$ cat config.mk
export PLATFORM = sky130hd
export DESIGN_NAME = memory_read_unit
export DESIGN_NICKNAME = d
export VERILOG_FILES = /design/src/rtl/memory_access.sv /design/src/rtl/memory_read_byte_extractor.sv /design/src/rtl/memory_read_unit.sv
export SDC_FILE = /design/constraint.sdc
export NUM_CORES = 1
export LEC_CHECK = 0
export CAP_MARGIN = 30
export CORE_MARGIN = 4
export CORE_UTILIZATION = 42
export DETAILED_ROUTE_END_ITERATION = 6
export GPL_ROUTABILITY_DRIVEN = 0
export PLACE_DENSITY = 0.85
export SETUP_SLACK_MARGIN = 0.05
export SLEW_MARGIN = 20
export SYNTH_ARGS = -nofsm -noshare
export SYNTH_HDL_FRONTEND = slang
export SYNTH_SLANG_ARGS = --single-unit
$ cat constraint.sdc
create_clock -name clk -period 2.3 [get_ports clk]
set_clock_uncertainty 0.1 [all_clocks]
set_input_delay 0.46 -clock clk [delete_from_list [all_inputs] [get_ports clk]]
set_output_delay 0.46 -clock clk [all_outputs]
set_load 0.03 [all_outputs]
$ cat src/rtl/memory_access.sv
// Shared types for the rv32i data-memory load/store path.
// Latency: n/a (types, constants and one pure helper only).
// Backpressure: n/a.
//
// Contents: mem_access_t (access size), MEM_BYTE_OFFSET_W (byte-in-word offset width),
// mem_rd_state_t (load FSM states), mem_is_misaligned() helper.
package memory_access;

   typedef enum logic [1:0] {
      MEM_ACCESS_BYTE = 2'b00,
      MEM_ACCESS_HALF = 2'b01,
      MEM_ACCESS_WORD = 2'b10
   } mem_access_t;

   localparam int MEM_BYTE_OFFSET_W = 2;

   typedef enum logic [1:0] {
      MEM_RD_IDLE,
      MEM_RD_WAIT,
      MEM_RD_RESP
   } mem_rd_state_t;

   // Half on an odd byte, or word on any non-zero offset, straddles a lane boundary.
   function automatic logic mem_is_misaligned(input logic [MEM_BYTE_OFFSET_W-1:0] offset,
                                              input mem_access_t access);
      logic mis;
      mis = 1'b0;
      case (access)
         MEM_ACCESS_HALF: mis = offset[0];
         MEM_ACCESS_WORD: mis = (offset != '0);
         default:         mis = 1'b0;
      endcase
      return mis;
   endfunction

endpackage

$ cat src/rtl/memory_read_byte_extractor.sv
// Selects the addressed byte/half/word lane of a memory word and sign/zero-extends it.
// Latency: purely combinational.
// Backpressure: none (no handshake).
//
// Ports: offset      byte offset within the word (half uses bit 1 only, word ignores it)
//        access      byte / half / word; any other encoding yields zero
//        is_unsigned 1 = zero-extend byte/half, 0 = sign-extend; ignored for word
//        word        raw memory word
//        data        extended result
module memory_read_byte_extractor
   import memory_access::*;
#(
   parameter int W = 32
) (
   input  logic [MEM_BYTE_OFFSET_W-1:0] offset,
   input  mem_access_t                  access,
   input  logic                         is_unsigned,
   input  logic [W-1:0]                 word,
   output logic [W-1:0]                 data
);

   logic [7:0]  byte_lane;
   logic [15:0] half_lane;
   logic        byte_sign;
   logic        half_sign;

   always_comb begin
      byte_lane = word[7:0];
      case (offset)
         2'd0:    byte_lane = word[7:0];
         2'd1:    byte_lane = word[15:8];
         2'd2:    byte_lane = word[23:16];
         default: byte_lane = word[31:24];
      endcase
      half_lane = offset[1] ? word[31:16] : word[15:0];
   end

   assign byte_sign = ~is_unsigned & byte_lane[7];
   assign half_sign = ~is_unsigned & half_lane[15];

   always_comb begin
      data = '0;
      case (access)
         MEM_ACCESS_BYTE: data = {{(W-8){byte_sign}}, byte_lane};
         MEM_ACCESS_HALF: data = {{(W-16){half_sign}}, half_lane};
         MEM_ACCESS_WORD: data = word;
         default:         data = '0;
      endcase
   end

endmodule

$ cat src/rtl/memory_read_unit.sv
// Load path: one word-aligned memory read per request, lane extract + extend, result held until taken.
// Latency: request accept -> mem_rd_en same cycle; mem_rd_valid at cycle k -> rsp_valid at k+1.
// Backpressure: req_ready low while a read is outstanding or an unconsumed result is held.
//
// Ports: clk, rst (async, active-high)
//        req_valid/req_ready/req_addr/req_access/req_unsigned   load request
//        mem_rd_en/mem_rd_addr                                  read strobe + word address to memory
//        mem_rd_valid/mem_rd_data                               memory return (any latency >= 1)
//        rsp_valid/rsp_ready/rsp_data                           extended result
//        rsp_misaligned                                         only with MEM_READ_MISALIGN_CHECK_EN
// Optional feature macro: MEM_READ_MISALIGN_CHECK_EN (misaligned half/word answered with an error
// flag and no memory read). Undefined: misaligned accesses round down to the containing lane.
module memory_read_unit
   import memory_access::*;
#(
   parameter int L = 128,
   parameter int W = 32
) (
   input  logic                 clk,
   input  logic                 rst,
   input  logic                 req_valid,
   output logic                 req_ready,
   input  logic [$clog2(L)-1:0] req_addr,
   input  mem_access_t          req_access,
   input  logic                 req_unsigned,
   output logic                 mem_rd_en,
   output logic [$clog2(L)-1:0] mem_rd_addr,
   input  logic                 mem_rd_valid,
   input  logic [W-1:0]         mem_rd_data,
   output logic                 rsp_valid,
   input  logic                 rsp_ready,
   output logic [W-1:0]         rsp_data
`ifdef MEM_READ_MISALIGN_CHECK_EN
   ,
   output logic                 rsp_misaligned
`endif
);

   localparam int AW = $clog2(L);

   if (W != 32) begin : g_w_check
      $error("memory_read_unit: only W=32 is supported");
   end

   mem_rd_state_t                state_q;
   mem_rd_state_t                state_d;
   logic [MEM_BYTE_OFFSET_W-1:0] off_q;
   mem_access_t                  access_q;
   logic                         unsigned_q;
   logic [W-1:0]                 rsp_data_q;
   logic [W-1:0]                 extracted;
   logic                         accept;
   logic                         req_mis;

   assign req_ready = (state_q == MEM_RD_IDLE) || ((state_q == MEM_RD_RESP) && rsp_ready);
   assign accept    = req_valid && req_ready;

`ifdef MEM_READ_MISALIGN_CHECK_EN
   assign req_mis = mem_is_misaligned(req_addr[MEM_BYTE_OFFSET_W-1:0], req_access);
`else
   assign req_mis = 1'b0;
`endif

   // A misaligned request never touches memory; it is answered straight from RESP.
   assign mem_rd_en   = accept && !req_mis;
   assign mem_rd_addr = {req_addr[AW-1:MEM_BYTE_OFFSET_W], {MEM_BYTE_OFFSET_W{1'b0}}};

   assign rsp_valid = (state_q == MEM_RD_RESP);
   assign rsp_data  = rsp_data_q;

   // Extraction works on the latched request fields, since req_* may change while WAIT.
   memory_read_byte_extractor #(.W(W)) u_extract (
      .offset      (off_q),
      .access      (access_q),
      .is_unsigned (unsigned_q),
      .word        (mem_rd_data),
      .data        (extracted)
   );

   always_comb begin
      state_d = state_q;
      case (state_q)
         MEM_RD_IDLE: begin
            if (accept) state_d = req_mis ? MEM_RD_RESP : MEM_RD_WAIT;
         end
         MEM_RD_WAIT: begin
            if (mem_rd_valid) state_d = MEM_RD_RESP;
         end
         MEM_RD_RESP: begin
            // Consumption and a new acceptance can share a cycle (back-to-back).
            if (rsp_ready) begin
               if (accept) state_d = req_mis ? MEM_RD_RESP : MEM_RD_WAIT;
               else        state_d = MEM_RD_IDLE;
            end
         end
         default: state_d = MEM_RD_IDLE;
      endcase
   end

   always_ff @(posedge clk or posedge rst) begin
      if (rst) begin
         state_q    <= MEM_RD_IDLE;
         off_q      <= '0;
         access_q   <= MEM_ACCESS_BYTE;
         unsigned_q <= 1'b0;
         rsp_data_q <= '0;
      end else begin
         state_q <= state_d;
         if (accept) begin
            off_q      <= req_addr[MEM_BYTE_OFFSET_W-1:0];
            access_q   <= req_access;
            unsigned_q <= req_unsigned;
         end
         // mem_rd_valid outside WAIT is a stale or stray return and is dropped.
         if ((state_q == MEM_RD_WAIT) && mem_rd_valid) begin
            rsp_data_q <= extracted;
         end else if (accept && req_mis) begin
            rsp_data_q <= '0;
         end
      end
   end

`ifdef MEM_READ_MISALIGN_CHECK_EN
   logic mis_q;

   always_ff @(posedge clk or posedge rst) begin
      if (rst) begin
         mis_q <= 1'b0;
      end else if (accept) begin
         mis_q <= req_mis;
      end else if ((state_q == MEM_RD_RESP) && rsp_ready) begin
         mis_q <= 1'b0;
      end
   end

   assign rsp_misaligned = mis_q;
`endif

endmodule
==> run summary, run 1 <==
Setup violations remaining at the end of the flow were counted as 0. The synthesized netlist devotes 22.1% of its cell area to compound gates. In the layout the commonest cells are 74 x sky130_fd_sc_hd__clkdlybuf4s50_1, 39 x sky130_fd_sc_hd__dfrtp_1, 27 x sky130_fd_sc_hd__nand2_1. Vias after detailed routing: 1,817. Counting distinct cell types in the post-synthesis netlist gives 29. The maximum clock path buffer count was 2; the site row count was 24. The first detailed-routing pass ran for 5 iterations.

The startpoint identified for the worst register-to-register timing path is off_q[1]. On the worst path, the slowest cell contributes a delay of 0.69 ns. The share of the core filled with cells in the final layout is 64.3%. The highest achievable clock rate was 469 MHz. The master cell of the clock root buffer was sky130_fd_sc_hd__clkbuf_8. Entering global routing, the biggest net connects 40 pins.

In the final layout, the share of cells above drive strength 1 is 12.8%. Critical-path cell with the highest stage delay: sky130_fd_sc_hd__clkdlybuf4s50_1. Setup repair after global routing left no endpoint under its margin.

The post-synthesis adder-cell area fraction is 0%. The floorplan step defined a die boundary enclosing 5860 sq um. The number of setup buffers added after CTS is 0. Total of cells resized after clock tree synthesis: 0. Global routing consumed, over all layers together, 20.7% of the routing resources. The area share of xor/xnor cells in the synthesized design is 0%. The total overflow left after global routing is 0.

The worst hold path belongs to the class flop to flop. The share of flip-flops with an asynchronous set or reset was 100%; the total number of H-tree levels was 2. The number of synthesized register bits is 39, and the number of hold violations in the final report is 0. In this run, CTS created clock tree buffers numbering 5. In the routed design, unresolved DRC markers number 0. In this run the static leakage power is 0.00120 uW. Final antenna-violating net count: 0.

In this run, post-CTS hold repair placed 0 buffers. In this run, synthesis inferred 0 flip-flops with an integrated enable. In this run the cell area of the synthesized design comes to 1970 sq um. The initial antenna violation count is 0, and the clock transition at the register clock pins on the worst setup and hold paths after CTS is 0.07 ns. Each instance of the synthesized netlist takes up on average 9.92 sq um. Along the worst path, the maximum fanout reaches 5.

The logs give 5.93 mm for the sum of routed wire length over all layers and 39 for the number of clock sinks. The number of global-route vias before repair is 1,925. The critical path goes through nor2b_1, clkdlybuf4s50_1. In this run the count of I/O pins placed on the die edge is 89. The most common cell after layout, fill and taps aside is sky130_fd_sc_hd__clkdlybuf4s50_1. The main combinational cell family by area after synthesis is compound AO/OA/AOI/OAI gates. For the worst setup path, the data required time is 1.74 ns. Routed via count divided by cell count: 5.59. The worst setup path is launched from a flop. The critical path startpoint was state_q[0].

The worst-margin pin slew is 0.589 ns. The number of cells on the worst hold path is 2. The first-pass GRT wire length is 9.60 mm, and the data arrival time of the critical path is 1.57 ns. The max-slew violation count is 0, and the number of nets at the end of the flow is 319. The number of buffers added on ports works out to 76.

For the first-iteration detailed-routing DRC count, the log shows 165. Max-cap violations in this run came to 0. For the antenna diode count, the log shows 0. TritonCTS built the clock tree. The die is 76.6 um wide. Of the total synthesized cell area, the portion taken by AND, OR, NAND and NOR gates is 12.3%.

The number of warnings reported in the yosys synthesis log was 0; the worst relative slew slack was 60.7%. The tools report the type of element capturing the critical path as an output pin. Of the available clock period, the critical path in the final layout requires 92.7%. The tools report the worst IR drop on VDD as 0.000771 V.

The signed area change from the synthesized netlist to the final layout was 44.7%. The count of cells along the worst register-to-register path works out to 4. For this run, the leading register cell type out of synthesis is sky130_fd_sc_hd__dfrtp_1. Clock latency on the worst-skew pair, taken at its later pin, is 0.29 ns. Multiplexer cells account for 8.87% of the synthesized area. In the synthesized netlist, the number of instances is 199. The starting utilization of the core area was 44.4%; the post-detailed-route wirelength per cell was 18.2 um. The final period demand of the worst path was 2.13 ns; the total negative setup slack was 0 ns. Sequential elements use 49.4% of the synthesized area.

The worst hold path begins at rsp_data[1]. The worst setup path is of the flop to output pin kind. Summed over all nets, the half-perimeter wirelength after detailed placement is 4.49 mm. The die is 76.6 um tall.

The run finished with clean final reports. In this run the standard cell core region covers 4440 sq um. For this design the ratio of total power to cell area is 1490 nW/um^2.
-- cells by family after synthesis --
group / Yosys count
AOI/OAI and AO/OA: 69
buffers and inverters: 24
DFF: 39
muxes: 16
other: 1
and+or+nand+nor: 50
-- worst max-delay path, delay by kind of cell, from the launching register on --
kind                   cells  cell delay [ns]
buffers and inverters      1             0.69
flip-flops                 1             0.42
AND/OR/NAND/NOR            1             0.17
-- layer usage --
metal | wire, um | GRT usage (%) | share of wire [%]
met3 | 363 | 5.91 | 6.1
met1 | 2460 | 25.1 | 41
met5 | 0 | 0 | 0
met2 | 3020 | 34.4 | 51
met4 | 91 | 8.33 | 1.5
-- through the flow --
step,hold slack [ns],setup WS (ns),instances,power (uW),instance area (sq um)
global placement,0.367,0.231,317,3580,2740
finish,0.393,0.168,325,4240,2860
floorplan,0.380,0.148,200,2760,1980
detailed placement,0.383,0.122,317,3650,2740
CTS,0.400,0.161,325,4260,2860
global route,0.427,0.0964,325,4500,2860
-- state kept, by name (all words and copies together) (netlist names) --
signal / cells
access_q: 2
state_q: 2
rsp_data: 32
off_q: 2
unsigned_q: 1
-- cells in the mapped netlist (5+ instances only) --
library cell,number,area [sq um]
sky130_fd_sc_hd__dfrtp_1,39,976
sky130_fd_sc_hd__nand2_1,27,101
sky130_fd_sc_hd__o21ai_0,23,115
sky130_fd_sc_hd__a21oi_1,17,85.1
sky130_fd_sc_hd__mux2_2,12,135
sky130_fd_sc_hd__nor2_1,10,37.5
sky130_fd_sc_hd__o21ai_1,10,50.1
sky130_fd_sc_hd__a221oi_1,9,78.8
sky130_fd_sc_hd__buf_4,9,67.6
sky130_fd_sc_hd__a222oi_1,7,70.1
sky130_fd_sc_hd__clkbuf_1,6,22.5
sky130_fd_sc_hd__nor2b_1,5,31.3
-- final timing paths --
| kind | to | slack [ns] |
|---|---|---|
| worst min-delay path | rsp_data[1] | 0.39 |
| min in group asynchronous | rsp_data[8] | 0.50 |
| worst max register to register | rsp_data[30] | 0.32 |
| max in group asynchronous | state_q[0] | 1.27 |
| worst min register to register | rsp_data[1] | 0.39 |
| worst max-delay path | rsp_valid | 0.17 |
-- power breakdown --
part,switching [uW],internal [uW],leakage [uW]
sequential,306,1010,0.000466
combinational,1320,1020,0.000672
clock,241,351,0.0000612
total,1860,2380,0.00120
-- layout make-up --
cell class | count | area (sq um)
fill | 375 | 1590
sequential | 39 | 976
multi-input combinational | 137 | 861
timing repair buffer | 85 | 823
clock buffer | 6 | 82.6
tap | 52 | 65.1
clock inverter | 2 | 35.0
inverter | 4 | 15.0
Power figures use the tool's default switching activity.
==> inputs of run 2 (changes only) <==
--- a/config.mk
+++ b/config.mk
@@ -7,10 +7,11 @@
 export LEC_CHECK = 0
 export CAP_MARGIN = 30
 export CORE_MARGIN = 4
-export CORE_UTILIZATION = 42
+export CORE_UTILIZATION = 43
+export CTS_BUF_LIST = sky130_fd_sc_hd__clkbuf_8
 export DETAILED_ROUTE_END_ITERATION = 6
 export GPL_ROUTABILITY_DRIVEN = 0
-export PLACE_DENSITY = 0.85
+export PLACE_DENSITY = 0.86
 export SETUP_SLACK_MARGIN = 0.05
 export SLEW_MARGIN = 20
 export SYNTH_ARGS = -nofsm -noshare
==> run 2 against run 1 <==
Against the previous run: worst setup slack worse by 0.0053 ns; clock power is 22% lower; largest power group unchanged; sequential share of layout area is 0.39 points higher; clock-buffer cell count is 1 lower; critical path type unchanged; fmax is 0.25% lower; register-to-register slack worse by 0.07 ns; first-iteration DRC count is 55% higher; total power is 2.9% lower.
==> run summary, run 2 (synthesized netlist as in run 1, its figures left out) <==
The run finished with clean final reports. The leftover overflow at the end of global routing was 0 (unchanged); the number of hold buffers added after CTS was 0 (unchanged). The number of buffers added on ports came out at 76 (unchanged). The reg-to-reg critical path endpoint is rsp_data[17]. The tools report the total setup buffers inserted after CTS as 0 (unchanged). For the DRC violation count after routing, the log shows 0 (unchanged).

The number of hold violations in the final report came out at 0 (unchanged). The most common cell after layout, fill and taps aside is sky130_fd_sc_hd__clkdlybuf4s50_1. The tools report the cell leakage power as 0.00118 uW (-1.3%).

The first-pass GRT wire length is 9.23 mm (-3.8%), and the clock network latency to the later pin of the worst-skew pair is 0.30 ns (about the same). Setup repair after global routing left no endpoint under its margin. The worst-path maximum fanout came out at 5 (unchanged). The number of clock sinks was 39 (unchanged); the post-detailed-route wirelength per cell was 17.9 um (-1.9%).

The signal on the critical path passes through nor2b_1, clkdlybuf4s50_1. The total number of H-tree levels was 2 (unchanged). The power per cell area is 1460 nW/um^2 (-1.7%). The signed area change from the synthesized netlist to the final layout was 43.1%; the clock transition at the register clock pins on the worst setup and hold paths after CTS was 0.08 ns (about the same). The number of cells on the worst hold path is 2 (unchanged). The number of nets at the end of the flow was 319 (unchanged); the number of flip-flops in the largest register was 32 (unchanged). The worst relative slew slack was 59.4% (-1.3 points). Master cell of the clock root buffer: sky130_fd_sc_hd__clkbuf_8.

The worst setup path is captured at an output pin. The fraction of layout cells with a size suffix above 1 is 12.5% (-0.37 points), and the highest achievable clock rate is 468 MHz (-0.25%). The first-iteration detailed-routing DRC count is 256 (+55%). The logs give 0.000781 V (+1.4%) for the worst IR drop on VDD and 1.58 ns (about the same) for the data arrival time of the critical path. Among all stages on the critical path, the largest delay is contributed by sky130_fd_sc_hd__clkdlybuf4s50_1. Total iterations of the first detailed-routing run: 6 (+1).

The worst flop-to-flop path startpoint is off_q[1]. The instance area after placement is 2740 sq um (unchanged), and the vertical die dimension is 75.8 um (-1.1%). The initial antenna violation count came out at 0 (unchanged). The final period demand of the worst path was 2.14 ns (+0.00528 ns).

The worst-case hold path end point is rsp_data[1]. The final instance area is 2830 sq um (-1.1%). For the final antenna-violating net count, the log shows 0 (unchanged). The logs give 40 (unchanged) for the largest net degree at the start of global routing and 0 (unchanged) for the setup violation total in the final timing report. The worst-margin pin slew was 0.608 ns (+0.0189 ns). The routed via count divided by cell count was 5.85 (+4.6%); the die boundary width was 75.8 um (-1.1%). The worst setup path is launched from a flop.

The run gives 5740 sq um (-2.1%) as the floorplan die area. The tools report the endpoint required time on the critical path as 1.74 ns (about the same). By startpoint and endpoint, the worst setup path is classified as flop to output pin. Reg2reg setup slack: 0.25 ns (-0.07 ns). The maximum clock path buffer count was 2 (unchanged); the pre-CTS worst setup slack was 0.165 ns (+0.0423 ns). The site row count is 24 (unchanged), and the number of global-route vias before repair is 1,857 (-3.5%). The antenna diode count came out at 0 (unchanged). TritonCTS built the clock tree.

The startpoint identified for the worst hold timing path is rsp_data[1]. The tools report the area inside the core boundary as 4410 sq um (-0.68%). The ratio of final minimum period to clock period was 92.9% (+0.23 points). For the total of cells resized after clock tree synthesis, the log shows 0 (unchanged). The number of clock buffers inserted by TritonCTS is 5 (unchanged).

The max-slew violation count came out at 0 (unchanged). The starting utilization of the core area was 44.7% (+0.30 points); the total negative setup slack was 0 ns (unchanged). Share of the core filled with cells in the final layout: 64.0% (-0.30 points). The tools report the vias after detailed routing as 1,900 (+4.6%).

The total of max-cap violations came out at 0 (unchanged). The delay contributed by the slowest stage of the critical path was 0.69 ns (about the same). The run gives 5.82 mm (-1.9%) as the sum of routed wire length over all layers. The run gives 21.6% (+0.93 points) as the global routing usage summed across all routing layers. The count of cells along the worst register-to-register path is 4 (unchanged). Class of the tightest hold or removal check: flop to flop. The run gives 0.163 ns (-0.00528 ns) as the slack of the critical path. For the count of filler cells inserted in the layout, the log shows 369 (-1.6%).

The top cell types in the final layout, fill and taps aside, are 74 x sky130_fd_sc_hd__clkdlybuf4s50_1, 39 x sky130_fd_sc_hd__dfrtp_1, 27 x sky130_fd_sc_hd__nand2_1. Estimated wirelength of the detail-placed design: 4.31 mm (-4.1%). The tools report the top-level I/O count as 89 (unchanged).
==> run 2: cell types whose count changed in the layout (fill, tap and decap cells not counted) <==
cell / delta
sky130_fd_sc_hd__clkbuf_8: -1
sky130_fd_sc_hd__clkinvlp_4: +1
sky130_fd_sc_hd__inv_1: +1
sky130_fd_sc_hd__bufinv_16: -1
==> run 2: worst max-delay path by stage <==
stage               startpoint  slack [ns]            to  cells past startpoint
2_1_floorplan        rsp_ready        0.15     mem_rd_en                      4
3_3_place_gp   mem_rd_data[31]        0.21  rsp_data[29]                      5
3_5_place_dp   mem_rd_data[31]        0.16  rsp_data[17]                      5
4_1_cts             state_q[0]        0.16     rsp_valid                      2
5_1_grt               off_q[1]        0.10  rsp_data[17]                      4
6_report            state_q[0]        0.16     rsp_valid                      2
==> run 2: layout make-up <==
type / instances / area (sq um) / area share, %
Sequential cell: 39 / 976 / 34.5
Multi-Input combinational cell: 137 / 861 / 30.5
Timing Repair Buffer: 85 / 823 / 29.1
Clock buffer: 5 / 68.8 / 2.44
Tap cell: 52 / 65.1 / 2.30
Clock inverter: 3 / 16.3 / 0.576
Inverter: 4 / 15.0 / 0.531
==> run 2: stage by stage <==
step | hold WS [ns] | total power [uW] | cells
2_1_floorplan | 0.380 | 2760 | 200
3_3_place_gp | 0.367 | 3600 | 317
3_5_place_dp | 0.379 | 3650 | 317
4_1_cts | 0.395 | 4120 | 325
5_1_grt | 0.422 | 4370 | 325
6_report | 0.392 | 4120 | 325
==> run 2: critical path: cells and delay by family, from the launching register on <==
kind | cells | cell delay [ns]
DFF | 1 | 0.42
buffers and inverters | 1 | 0.69
and+or+nand+nor | 1 | 0.16
==> run 2: power breakdown <==
group | total (uW) | internal, uW | switching [uW]
Clock | 461 | 208 | 253
Sequential | 1320 | 1010 | 303
Combinational | 2350 | 1020 | 1320
==> run 2: routing by layer <==
metal	GRT usage [%]	routed length (um)	vias to the layer above
met3	6.07	549	14
li1	-	-	853
met5	0	0	-
met1	29.8	2340	924
met2	31.9	2800	109
met4	8.74	129	0
==> inputs of run 3 (changes only) <==
--- a/config.mk
+++ b/config.mk
@@ -5,13 +5,12 @@
 export SDC_FILE = /design/constraint.sdc
 export NUM_CORES = 1
 export LEC_CHECK = 0
-export CAP_MARGIN = 30
 export CORE_MARGIN = 4
-export CORE_UTILIZATION = 43
+export CORE_UTILIZATION = 40
 export CTS_BUF_LIST = sky130_fd_sc_hd__clkbuf_8
 export DETAILED_ROUTE_END_ITERATION = 6
 export GPL_ROUTABILITY_DRIVEN = 0
-export PLACE_DENSITY = 0.86
+export PLACE_DENSITY = 0.81
 export SETUP_SLACK_MARGIN = 0.05
 export SLEW_MARGIN = 20
 export SYNTH_ARGS = -nofsm -noshare
==> run 3 against run 2 <==
Against the previous run: via count is 3.0% lower; sequential share of layout area is 0.47 points lower; die area is 6.7% higher; clock-buffer cell count stayed put; combinational power hardly changed; clock power is 26% higher; critical endpoint unchanged; non-clock buffer count is 1 lower; wire length is 0.70% higher; fmax is 0.49% higher; total power is 2.5% higher; sequential cell count stayed put.
==> run summary, run 3 (synthesized netlist as in run 1, its figures left out) <==
The total setup buffers inserted after CTS is 0 (unchanged). The run gives 25 (+4.2%) as the site row count. The most common cell after layout, fill and taps aside was sky130_fd_sc_hd__clkdlybuf4s50_1. The critical path goes through nor2b_1, clkdlybuf4s50_1. The floorplan die area is 6120 sq um (+6.7%), and the total iterations of the first detailed-routing run is 4 (-2). The worst setup path is launched from a flop.

The logs give 0.00119 uW (+0.67%) for the cell leakage power and 56.8% (-2.5 points) for the worst relative slew slack. Data arrival time of the critical path: 1.57 ns (about the same). The flow ran to the end, and the final reports show no timing, DRC or antenna violations. The number of hold violations in the final report came out at 0 (unchanged).

The critical path buffer and inverter count is 1 (unchanged). Power per cell area: 1470 nW/um^2 (+1.1%). The logs give 0 (unchanged) for the total of cells resized after clock tree synthesis and 0 (unchanged) for the leftover overflow at the end of global routing. The slack of the critical path is 0.173 ns (+0.0104 ns), and the number of nets at the end of the flow is 318 (-0.31%). The clock transition at the register clock pins on the worst setup and hold paths after CTS was 0.08 ns (about the same). Setup repair after global routing left no endpoint under its margin.

Reg2reg setup slack: 0.23 ns (-0.02 ns). The post-detailed-route wirelength per cell was 17.3 um (-3.5%). The total negative setup slack is 0 ns (unchanged), and the number of flip-flops in the largest register is 32 (unchanged). The vertical die dimension is 78.3 um (+3.3%), and the worst-path maximum fanout is 5 (unchanged). The maximum clock path buffer count was 2 (unchanged).

The slowest stage of the critical path is the sky130_fd_sc_hd__clkdlybuf4s50_1 cell. For the estimated wirelength of the detail-placed design, the log shows 4.30 mm (-0.12%). The global routing usage summed across all routing layers came out at 19.6% (-2.0 points). The master cell of the clock root buffer is sky130_fd_sc_hd__clkbuf_8. The number of hold buffers added after CTS is 0 (unchanged), and the DRC violation count after routing is 0 (unchanged).

The cell family contributing the most delay on the critical path was buffers and inverters. The fraction of layout cells with a size suffix above 1 is 12.5% (+0.046 points). The final period demand of the worst path was 2.13 ns (-0.0104 ns). For the starting utilization of the core area, the log shows 41.5% (-3.2 points). The routed via count divided by cell count works out to 5.44 (-7.0%). The first-pass GRT wire length came out at 9.40 mm (+1.8%).

The tools report the number of global-route vias before repair as 1,876 (+1.0%). The total of max-cap violations is 0 (unchanged), and the sum of routed wire length over all layers is 5.86 mm (+0.70%). The tools report the total number of H-tree levels as 2 (unchanged). The endpoint required time on the critical path was 1.74 ns (about the same); the vias after detailed routing was 1,843 (-3.0%). The worst-margin pin slew was 0.646 ns (+0.0380 ns). The worst setup path is captured at an output pin.

The logs give 470 MHz (+0.49%) for the highest achievable clock rate and 0.000766 V (-1.9%) for the worst IR drop on VDD. From synthesis to final layout, the design area changed by 45.1%. The max-slew violation count is 0 (unchanged). The top-level I/O count is 89 (unchanged). Leaving out fill and tap cells, the most frequent cells in the layout are 74 x sky130_fd_sc_hd__clkdlybuf4s50_1, 39 x sky130_fd_sc_hd__dfrtp_1, 27 x sky130_fd_sc_hd__nand2_1. The number of clock buffers inserted by TritonCTS was 5 (unchanged).

The clock network latency to the later pin of the worst-skew pair is 0.29 ns (about the same). The total power was 4220 uW (+2.5%). TritonCTS built the clock tree.

The pre-CTS worst setup slack was 0.124 ns (-0.0404 ns). The delay contributed by the slowest stage of the critical path is 0.70 ns (about the same), and the number of clock sinks is 39 (unchanged). The critical path is of the flop to output pin type. The class of the tightest hold or removal check is flop to flop. For the initial antenna violation count, the log shows 0 (unchanged). The tools report the first-iteration detailed-routing DRC count as 128 (-50%). The die boundary width came out at 78.3 um (+3.3%). The run gives 0 (unchanged) as the antenna diode count. The ratio of final minimum period to clock period was 92.5% (-0.45 points).

The number of buffers added on ports is 76 (unchanged). The largest net degree at the start of global routing came out at 40 (unchanged). Area inside the core boundary: 4750 sq um (+7.7%). The setup violation total in the final timing report was 0 (unchanged); the final antenna-violating net count was 0 (unchanged).
## run 3: cell count changes in the layout (fill, tap and decap cells not counted)
cell,previous run,this run
sky130_fd_sc_hd__clkinvlp_4,1,0
sky130_fd_sc_hd__buf_4,11,10
sky130_fd_sc_hd__bufinv_16,0,1
sky130_fd_sc_hd__inv_1,5,4
sky130_fd_sc_hd__clkinv_4,0,1
## run 3: final cells by class
| type | instances | area (sq um) |
|---|---|---|
| fill | 413 | 1890 |
| sequential | 39 | 976 |
| multi-input combinational | 137 | 861 |
| timing repair buffer | 84 | 816 |
| tap | 67 | 83.8 |
| clock buffer | 5 | 68.8 |
| clock inverter | 3 | 43.8 |
| inverter | 4 | 15.0 |
## run 3: metal layers
metal / GRT usage, % / share of wire [%] / wire length [um]
met4: 6.64 / 1.3 / 78
met2: 31.9 / 48 / 2820
met5: 0 / 0 / 0
met1: 24.4 / 42 / 2480
met3: 6.42 / 8.2 / 481
## run 3: worst register-to-register path, stage by stage, from the launching register on
cell and delay [ns]:
sky130_fd_sc_hd__dfrtp_1 0.66, sky130_fd_sc_hd__mux2i_1 0.38, sky130_fd_sc_hd__mux2i_1 0.18, sky130_fd_sc_hd__a21oi_4 0.46, sky130_fd_sc_hd__a21oi_1 0.14
## run 3: through the flow
stage,hold WS (ns),cell area (sq um),util (%),instances
3_3_place_gp,0.367,2750,57.9,331
2_1_floorplan,0.380,1980,-,200
3_5_place_dp,0.374,2750,57.9,331
5_1_grt,0.410,2860,60.2,339
4_1_cts,0.394,2860,60.2,339
6_report,0.390,2860,60.2,339
## run 3: power breakdown
part,internal (uW),leakage (uW),switching [uW]
Clock,323,0.0000581,256
Sequential,1010,0.000466,303
Combinational,1010,0.000668,1320
Total,2350,0.00119,1880
## run 3: worst paths after layout
kind / end / start / depth (start not counted)
worst max-delay path: rsp_valid / state_q[0] / 2
worst min-delay path: rsp_data[2] / rsp_data[2] / 2
worst max register to register: rsp_data[23] / off_q[1] / 4
worst min register to register: rsp_data[2] / rsp_data[2] / 2
max in group asynchronous: rsp_data[26] / rst / 3
min in group asynchronous: rsp_data[6] / rst / 3
